**src/rtl/uart_frame_pkg.sv**
```systemverilog
// Shared types for the UART command-frame controller: FSM state encoding,
// default frame header, and error codes for status software.
package uart_frame_pkg;

    typedef enum logic [2:0] {
        S_IDLE   = 3'd0,
        S_ADDR   = 3'd1,
        S_LEN    = 3'd2,
        S_DATA   = 3'd3,
        S_CKSUM  = 3'd4,
        S_COMMIT = 3'd5
    } state_e;

    localparam logic [7:0] HEADER_DEF = 8'hAA;

    typedef enum logic [1:0] {
        ERR_CKSUM   = 2'd0,
        ERR_LEN     = 2'd1,
        ERR_OVF     = 2'd2,
        ERR_TIMEOUT = 2'd3
    } err_code_e;

endpackage

```
**src/rtl/uart_byte_timeout.sv**
```systemverilog
// Inter-byte watchdog: counts enabled cycles since the last clear and
// pulses timeout when the count reaches TIMEOUT_CLKS-1.
module uart_byte_timeout #(
    parameter int unsigned TIMEOUT_CLKS = 50_000
) (
    input  logic clk,
    input  logic rst,
    input  logic enable,
    input  logic clear,
    output logic timeout
);
    localparam int unsigned CW = (TIMEOUT_CLKS > 2) ? $clog2(TIMEOUT_CLKS) : 1;
    localparam logic [CW-1:0] LIMIT = CW'(TIMEOUT_CLKS - 1);

    logic [CW-1:0] cnt_q, cnt_d;

    assign timeout = enable && !clear && (cnt_q == LIMIT);

    always_comb begin
        cnt_d = cnt_q + 1'b1;
        if (clear || !enable || timeout) cnt_d = '0;
    end

    always_ff @(posedge clk or posedge rst) begin
        if (rst) cnt_q <= '0;
        else     cnt_q <= cnt_d;
    end
endmodule

```
**src/rtl/uart_frame_ctrl.sv**
```systemverilog
// Parses HDR/ADDR/LEN/DATA/CKSUM frames from the UART byte stream and replays
// the payload as register writes. Optional inter-byte timeout: UART_FRAME_TIMEOUT_EN.
module uart_frame_ctrl
    import uart_frame_pkg::*;
#(
    parameter logic [7:0]  HEADER       = HEADER_DEF,
    parameter int unsigned MAX_LEN      = 16,
    parameter int unsigned TIMEOUT_CLKS = 50_000,
    parameter int unsigned CNT_W        = 16
) (
    input  logic             sys_clk,
    input  logic             sys_rst,
    input  logic [7:0]       rx_data,
    input  logic             rx_done,
    output logic             wr_en,
    output logic [7:0]       wr_addr,
    output logic [7:0]       wr_data,
    input  logic             wr_ready,
    output logic             busy,
    output logic             frame_ok,
    output logic             err_cksum,
    output logic             err_len,
    output logic             err_ovf,
    output logic             err_timeout,
    output logic [CNT_W-1:0] frame_cnt,
    output logic [CNT_W-1:0] err_cnt
);
    localparam int unsigned IDX_W = (MAX_LEN > 1) ? $clog2(MAX_LEN) : 1;
    localparam int unsigned LEN_W = $clog2(MAX_LEN + 1);

    state_e             state_q, state_d;
    logic [7:0]         base_q, base_d, sum_q, sum_d;
    logic [LEN_W-1:0]   len_q, len_d;
    logic [IDX_W-1:0]   idx_q, idx_d, nxt_idx;
    logic [7:0]         pbuf_q [MAX_LEN];
    logic [7:0]         pbuf_d [MAX_LEN];
    logic               wr_en_q, wr_en_d;
    logic [7:0]         wr_addr_q, wr_addr_d, wr_data_q, wr_data_d;
    logic               frame_ok_q, frame_ok_d;
    logic               err_cksum_q, err_cksum_d, err_len_q, err_len_d;
    logic               err_ovf_q, err_ovf_d, err_timeout_q, err_timeout_d;
    logic [CNT_W-1:0]   frame_cnt_q, frame_cnt_d, err_cnt_q, err_cnt_d;
    logic               timeout_hit;

`ifdef UART_FRAME_TIMEOUT_EN
    logic tmr_en;
    assign tmr_en = (state_q inside {S_ADDR, S_LEN, S_DATA, S_CKSUM});

    uart_byte_timeout #(.TIMEOUT_CLKS(TIMEOUT_CLKS)) u_timeout (
        .clk     (sys_clk),
        .rst     (sys_rst),
        .enable  (tmr_en),
        .clear   (rx_done),
        .timeout (timeout_hit)
    );
`else
    assign timeout_hit = 1'b0;
`endif

    assign nxt_idx = idx_q + 1'b1;

    always_comb begin
        state_d       = state_q;
        base_d        = base_q;
        len_d         = len_q;
        idx_d         = idx_q;
        sum_d         = sum_q;
        pbuf_d        = pbuf_q;
        wr_en_d       = wr_en_q;
        wr_addr_d     = wr_addr_q;
        wr_data_d     = wr_data_q;
        frame_ok_d    = 1'b0;
        err_cksum_d   = 1'b0;
        err_len_d     = 1'b0;
        err_ovf_d     = 1'b0;
        err_timeout_d = 1'b0;
        frame_cnt_d   = frame_cnt_q;

        if (timeout_hit) begin
            state_d       = S_IDLE;
            err_timeout_d = 1'b1;
        end else begin
            case (state_q)
                S_IDLE: if (rx_done && rx_data == HEADER) state_d = S_ADDR;
                S_ADDR: if (rx_done) begin
                    base_d  = rx_data;
                    sum_d   = rx_data;
                    state_d = S_LEN;
                end
                S_LEN: if (rx_done) begin
                    if (rx_data == 8'd0 || rx_data > 8'(MAX_LEN)) begin
                        err_len_d = 1'b1;
                        state_d   = S_IDLE;
                    end else begin
                        len_d   = LEN_W'(rx_data);
                        sum_d   = sum_q + rx_data;
                        idx_d   = '0;
                        state_d = S_DATA;
                    end
                end
                S_DATA: if (rx_done) begin
                    pbuf_d[idx_q] = rx_data;
                    sum_d         = sum_q + rx_data;
                    if (LEN_W'(idx_q) == len_q - 1'b1) state_d = S_CKSUM;
                    else                               idx_d   = nxt_idx;
                end
                S_CKSUM: if (rx_done) begin
                    if (rx_data == sum_q) begin
                        // First write is staged here so wr_en appears right after the checksum byte
                        idx_d     = '0;
                        wr_en_d   = 1'b1;
                        wr_addr_d = base_q;
                        wr_data_d = pbuf_q[0];
                        state_d   = S_COMMIT;
                    end else begin
                        err_cksum_d = 1'b1;
                        state_d     = S_IDLE;
                    end
                end
                S_COMMIT: begin
                    if (rx_done) err_ovf_d = 1'b1;
                    if (wr_ready) begin
                        if (LEN_W'(idx_q) == len_q - 1'b1) begin
                            wr_en_d     = 1'b0;
                            wr_addr_d   = '0;
                            wr_data_d   = '0;
                            idx_d       = '0;
                            frame_ok_d  = 1'b1;
                            frame_cnt_d = frame_cnt_q + 1'b1;
                            state_d     = S_IDLE;
                        end else begin
                            idx_d     = nxt_idx;
                            wr_addr_d = base_q + 8'(nxt_idx);
                            wr_data_d = pbuf_q[nxt_idx];
                        end
                    end
                end
                default: state_d = S_IDLE;
            endcase
        end

        err_cnt_d = err_cnt_q
                  + CNT_W'(err_cksum_d | err_len_d | err_ovf_d | err_timeout_d);
    end

    always_ff @(posedge sys_clk or posedge sys_rst) begin
        if (sys_rst) begin
            state_q       <= S_IDLE;
            base_q        <= '0;
            len_q         <= '0;
            idx_q         <= '0;
            sum_q         <= '0;
            pbuf_q        <= '{default: '0};
            wr_en_q       <= 1'b0;
            wr_addr_q     <= '0;
            wr_data_q     <= '0;
            frame_ok_q    <= 1'b0;
            err_cksum_q   <= 1'b0;
            err_len_q     <= 1'b0;
            err_ovf_q     <= 1'b0;
            err_timeout_q <= 1'b0;
            frame_cnt_q   <= '0;
            err_cnt_q     <= '0;
        end else begin
            state_q       <= state_d;
            base_q        <= base_d;
            len_q         <= len_d;
            idx_q         <= idx_d;
            sum_q         <= sum_d;
            pbuf_q        <= pbuf_d;
            wr_en_q       <= wr_en_d;
            wr_addr_q     <= wr_addr_d;
            wr_data_q     <= wr_data_d;
            frame_ok_q    <= frame_ok_d;
            err_cksum_q   <= err_cksum_d;
            err_len_q     <= err_len_d;
            err_ovf_q     <= err_ovf_d;
            err_timeout_q <= err_timeout_d;
            frame_cnt_q   <= frame_cnt_d;
            err_cnt_q     <= err_cnt_d;
        end
    end

    assign wr_en       = wr_en_q;
    assign wr_addr     = wr_addr_q;
    assign wr_data     = wr_data_q;
    assign busy        = (state_q != S_IDLE);
    assign frame_ok    = frame_ok_q;
    assign err_cksum   = err_cksum_q;
    assign err_len     = err_len_q;
    assign err_ovf     = err_ovf_q;
    assign err_timeout = err_timeout_q;
    assign frame_cnt   = frame_cnt_q;
    assign err_cnt     = err_cnt_q;
endmodule
```
**config.mk**
```make
export PLATFORM = sky130hd
export DESIGN_NAME = uart_frame_ctrl
export DESIGN_NICKNAME = d
export VERILOG_FILES = /design/src/rtl/uart_frame_pkg.sv /design/src/rtl/uart_byte_timeout.sv /design/src/rtl/uart_frame_ctrl.sv
export SDC_FILE = /design/constraint.sdc
export NUM_CORES = 1
export LEC_CHECK = 0
export ABC_AREA = 1
export BUFFER_PORTS_ARGS = -buffer_cell sky130_fd_sc_hd__buf_2
export CAP_MARGIN = 30
export CORE_MARGIN = 4
export CORE_UTILIZATION = 30
export DETAILED_ROUTE_END_ITERATION = 8
export SLEW_MARGIN = 20
export SYNTH_ARGS = -nofsm -noshare
export SYNTH_HDL_FRONTEND = slang
export SYNTH_SLANG_ARGS = --single-unit
```
**constraint.sdc**
```tcl
create_clock -name sys_clk -period 7 [get_ports sys_clk]
set_clock_uncertainty 0.1 [all_clocks]
set_input_delay 0.35 -clock sys_clk [delete_from_list [all_inputs] [get_ports sys_clk]]
set_output_delay 0.35 -clock sys_clk [all_outputs]
set_load 0.05 [all_outputs]
```
; ---- After elaboration in Yosys (flattened, before gate mapping)
; Cells that the tools add are included.
[classes]
bitwise = 5
addsub = 6
div_mod_pow = 0
multipliers = 0
eq_ne = 19
magnitude_cmp = 4
mux = 57
n_reduce_logical = 18
shift = 0
[ops]
columns = op, count
row1 = $bwmux W128, 1
row2 = $mux W8, 15
row3 = $bmux W8 S4, 1
row4 = $demux W8 S4, 1
row5 = $mux W4, 8
row6 = $pmux W8 S2, 2
row7 = $mux W3, 9
row8 = $pmux W8 S3, 1
row9 = $ne A2 B2 Y1 const B, 11
row10 = $pmux W3 S6, 1
row11 = $add A16 B1 Y16, 1
row12 = $add A16 B1 Y16 const B, 1
row13 = $pmux W4 S4, 1
row14 = $reduce_and A8 Y1, 2
row15 = $mux W1, 15
row16 = $ge A5 B5 Y1 const B, 2
row17 = $not A4 Y5, 2
row18 = $reduce_and A5 Y1, 2
row19 = $add A8 B4 Y8, 1
row20 = $add A8 B8 Y8, 1
row21 = $eq A8 B8 Y1, 1
row22 = $eq A8 B8 Y1 const B, 1
row23 = $gt A8 B5 Y1 const B, 1
row24 = $logic_not A8 Y1, 1
row25 = other kinds (20), 27
[word_totals]
mem_count = 0
output_inout_bits = 55
latchBits = 0
rom_bits = 0
register_bits = 209
elab_cells = 139
mem_bits_rw = 0
in_bits = 12

; ---- Logic depth before layout (Yosys ltp)
[logic_depth]
depth_word = 8
depth_mapped = 16

; ---- Worst setup path after synthesis
; No wires, ideal clock.
[synth_path]
path_kind = register to register
start = register idx_q[0]
end = register wr_addr_q[6] (netlist: wr_addr[6])
arrival_ns = 2.591
t_required_ns = 6.773
slack_ns = 4.182
path_stages_with_launch = 15
n_path_buf = 4
cell_sequence = dfrtp_1 inv_2 buf_2 buf_2 ha_1 buf_2 inv_1 clkbuf_1 fa_1 o21ai_0 nand2_1 nor2_1 nand3_1 nand3_1 o21ai_0
[synth_between]
elab_chain_len = 5
elab_cells_between_ends = 6
cone_classes = add/sub (2) / eq/ne (1) / mux (3)
[synth_lines]
columns = item, line
row1 = from (decl), uart_frame_ctrl.sv:34  ; logic [IDX_W-1:0] idx_q, idx_d, nxt_idx;
row2 = from (signal assigned), uart_frame_ctrl.sv:168  ; idx_q <= idx_d;
row3 = $add A4 B1 Y4, uart_frame_ctrl.sv:60  ; assign nxt_idx = idx_q + 1'b1;
row4 = $add A8 B4 Y8, uart_frame_ctrl.sv:133  ; wr_addr_d = base_q + 8'(nxt_idx);
row5 = $mux W8 *, uart_frame_ctrl.sv:123  ; if (LEN_W'(idx_q) == len_q - 1'b1) begin
row6 = $mux W8 *, uart_frame_ctrl.sv:122  ; if (wr_ready) begin
row7 = $pmux W8 S2 *, uart_frame_ctrl.sv:83  ; case (state_q)
row8 = to (signal assigned), uart_frame_ctrl.sv:172  ; wr_addr_q <= wr_addr_d;
row9 = to (decl), uart_frame_ctrl.sv:38  ; logic [7:0] wr_addr_q, wr_addr_d, wr_data_q, wr_data_d;
; Mark *: on every way between the ends. The rest lies on a longest branch, timed or not. The select of a mux whose other input is x is not followed.
; A chain may end at the register's enable or synchronous reset.

; ---- Worst setup path after layout
; Same ends and word-level chain as after synthesis.

==> run_results.csv <==
group,metric,value,unit
outcome,outcome,"complete, no violations",
power,pwr-share-seq,35.6,%
clock_tree,cts_tree,"yes",
yosys,yosysMostFrequentCell,"nand2_1",
job,max_cap_viol_count,0,
floorplan,rows,68,
clock_tree,clk_root_buffer_cell,"clkbuf_16",
final_layout,finish.net_count,1397,
grt,first_global_vias,8561,
floorplan,die_area,38700,um^2
power,p_switching,1.63,mW
sta,fin_crit,3.39,ns
sta,worst_pin_slew,0.914,ns
critical_path,critical_path.startpoint_type,"flip-flop",
critical_path,cp_slowest_stage_delay,0.58,ns
final_layout,post_route_cells_drive_above_1_share,11.7,%
critical_path,worstPathCellList,"buf_4 -> ha_1 -> nand2_1 -> nand2_4 -> inv_4 -> ha_1 -> nand2_1 -> o21ai_0 -> nand2_1 -> nor2_1 -> nand3_1 -> nand3_1 -> o21ai_0",
final_layout,area_growth,14.1,%
min_path,holdCritStartpoint,"rx_data[0]",
detailed_routing,detail_route.vias_per_cell,4.82,
yosys,synth-edff-count,0,
yosys,mappedNetlistNets,1360,
detailed_routing,drt_iter0_drc,737,
critical_path,worstPathArrival,3.69,ns
clock_tree,postCtsResizedCells,0,
floorplan,height_of_the_die,197,um
critical_path,critPathCaptureType,"flip-flop",
min_path,timing.hold.worst.class,"in -> reg",
yosys,yosys.area.top_type,"dfrtp_1",
floorplan,floorplan.initialDensity,30.7,%
sta,highest_clock_rate,295,MHz
power,cell_internal_pwr,2.59,mW
sta,grt_setup_unrepaired,"no",
critical_path,critPathRequiredTime,7.30,ns
clock_tree,clk-insertion-delay-late,0.52,ns
final_layout,n_antenna_cell,0,
power,fraction_of_power_consumed_by_the_clock_network,31.0,%
clock_tree,cts.clk_slew.worst_paths,0.06,ns
yosys,synthDominantCellAreaShare,49.0,%
critical_path,timing.rr.start,"idx_q[0]",
floorplan,die-width,197,um
yosys,synthesis.instances,1327,
clock_tree,clk_sinks,209,
sta,final.setup.worst_slack,3.61,ns
placement,io_buffers,65,
yosys,ys_types,43,
clock_tree,cts_htree_levels,1,
power,sw_frac_of_total,38.6,%
sta,final.period_utilization,48.4,%
critical_path,critPathKind,"reg -> reg",
yosys,ys_seq_elements,209,
detailed_routing,route.antenna.remaining_nets,0,
floorplan,design.portCount,67,
critical_path,crit_path_max_fanout,70,
grt,grt_first_pass_wirelength,46400,um
critical_path,first_element_of_the_critical_path,"idx_q[0]",
detailed_routing,dr_total_vias,8838,
grt,antenna_found_initial,0,
yosys,synth.yosys.warnings,0,
clock_tree,tritoncts.num_buffers,24,
yosys,ys_dominant_reg_cell,"dfrtp_1",
grt,grt_start_max_net_pins,140,
power,p_comb_share,33.4,%
yosys,avgSynthCellArea,8.05,um^2
power,power_density,346,nW/um^2
detailed_routing,route.final.wire_length,27700,um
yosys,synth_commonest_cells,"nand2_1, dfrtp_1, nand3_1, o21ai_1, o21ai_0",
sta,timing.final.hold_violations,0,
yosys,yosysSeqAreaShare,49.0,%
yosys,synth.top_cells.by_area,"dfrtp_1, nand2_1, nand3_1",
power,peakVddDrop,0.000229,V
sta,hold_ws,0.0821,ns
critical_path,worst_path_max_delay_cell,"buf_4",
placement,gp_routability_congestion,0.829,
power,p_leak,5.69,nW
power,finalPower,4.22,mW
critical_path,critPathBufInv,2,
yosys,synthArstFlopShare,100,%
clock_tree,clock_path_buffers,3,
critical_path,critical_path.most_common_cell,"nand2_1",
sta,maxSlewViolCount,0,
detailed_routing,dr.pass1.iters,5,
sta,slew_headroom,38.7,%
placement,dpl-instance-area,11300,um^2
grt,global_route.usage.total,14.3,%
detailed_routing,route.detailed.drc,0,
floorplan,core_region_area,34800,um^2
placement,place_worst_setup_slack,3.64,ns
sta,tns,0,ns
yosys,synthesis.area,10700,um^2
grt,grt-ovfl-total,0,
sta,setup_viol,0,
final_layout,final_area,12200,um^2
detailed_routing,detail_route.wl_per_cell,15.1,um
placement,place.detailed.hpwl,18500,um
critical_path,crit_family,"adder cells",
cell usage in the layout (no fill, tap or decap), drive strengths merged, types with 2 or more instances in the layout:
cell / instances
or2: 2
bufinv: 2
fa: 2
nor2: 51
nand4: 16
buf: 72
clkbuf: 35
o21ai: 173
inv: 72
nand2: 465
xnor2: 10
a21oi: 17
a31oi: 3
xor2: 26
nor3: 8
ha: 19
nand3b: 7
clkinv: 6
and3: 2
dfrtp: 209
nand3: 175
metrics by stage:
| step | instances | utilization, % |
|---|---|---|
| floorplan | 1327 | - |
| global placement | 1791 | 32.5 |
| detailed placement | 1791 | 32.5 |
| CTS | 1833 | 34.9 |
| global route | 1835 | 35.0 |
| finish | 1835 | 35.0 |
layer usage:
layer | GRT usage, % | vias to the layer above | routed length (um)
met3 | 2.32 | 39 | 1350
li1 | - | 4427 | -
met4 | 3.16 | 0 | 466
met5 | 0 | - | 0
met1 | 20.2 | 4196 | 13100
met2 | 23.3 | 176 | 12800
cell type report:
| class | count | area [um^2] |
|---|---|---|
| multi-input cells | 982 | 4850 |
| fillers | 3578 | 22600 |
| well taps | 455 | 569 |
| repair buffers | 73 | 408 |
| inverters | 74 | 300 |
| flip-flops and latches | 209 | 5230 |
| clock buffers | 35 | 743 |
| clock inverters | 7 | 87.6 |
power by group through the flow:
| stage | Clock [mW] | Combinational [mW] | Sequential, mW |
|---|---|---|---|
| floorplan | 0 | 0.900 | 1.67 |
| global placement | 0 | 1.40 | 1.51 |
| detailed placement | 0 | 1.41 | 1.52 |
| CTS | 1.33 | 1.41 | 1.50 |
| global route | 1.39 | 1.59 | 1.52 |
| finish | 1.31 | 1.41 | 1.50 |
tightest hold or removal path: cells and delay by family:
| family | cells | cell delay, ns |
|---|---|---|
| simple gates | 3 | 0.14 |
| buf+inv | 1 | 0.11 |
| compound gates | 1 | 0.06 |
registers in the layout, summed over array words and instances, names as in the netlist:
signal	count
state_q	3
err_len	1
wr_data	8
idx_q	4
wr_addr	8
err_ovf	1
len_q	5
frame_ok	1
sum_q	8
pbuf_q	128
frame_cnt	16
wr_en	1
err_cnt	16
err_cksum	1
base_q	8
cell families after synthesis:
family,after synthesis,share of synthesized area [%]
and+or+nand+nor,728,30.4
DFF,209,49.0
AOI/OAI and AO/OA,196,9.39
other,1,0.0351
adders and majority gates,21,2.60
buffers and inverters,136,5.61
xor gates and xnor gates,36,2.95
timing repair:
action	in CTS	in global routing
hold endpoints to repair	0	138
setup buffers	0	0
hold buffers	0	1
worst paths after layout:
path | to | slack, ns | depth (start not counted)
min in group asynchronous | wr_data[3] | 0.40 | 3
max reg2reg | wr_addr[6] | 3.61 | 13
min | sum_q[0] | 0.08 | 5
max in group asynchronous | pbuf_q[55] | 5.26 | 5
min reg2reg | err_cnt[15] | 0.38 | 1
max | wr_addr[6] | 3.61 | 13
No activity file was read; power rests on OpenSTA's default activity.
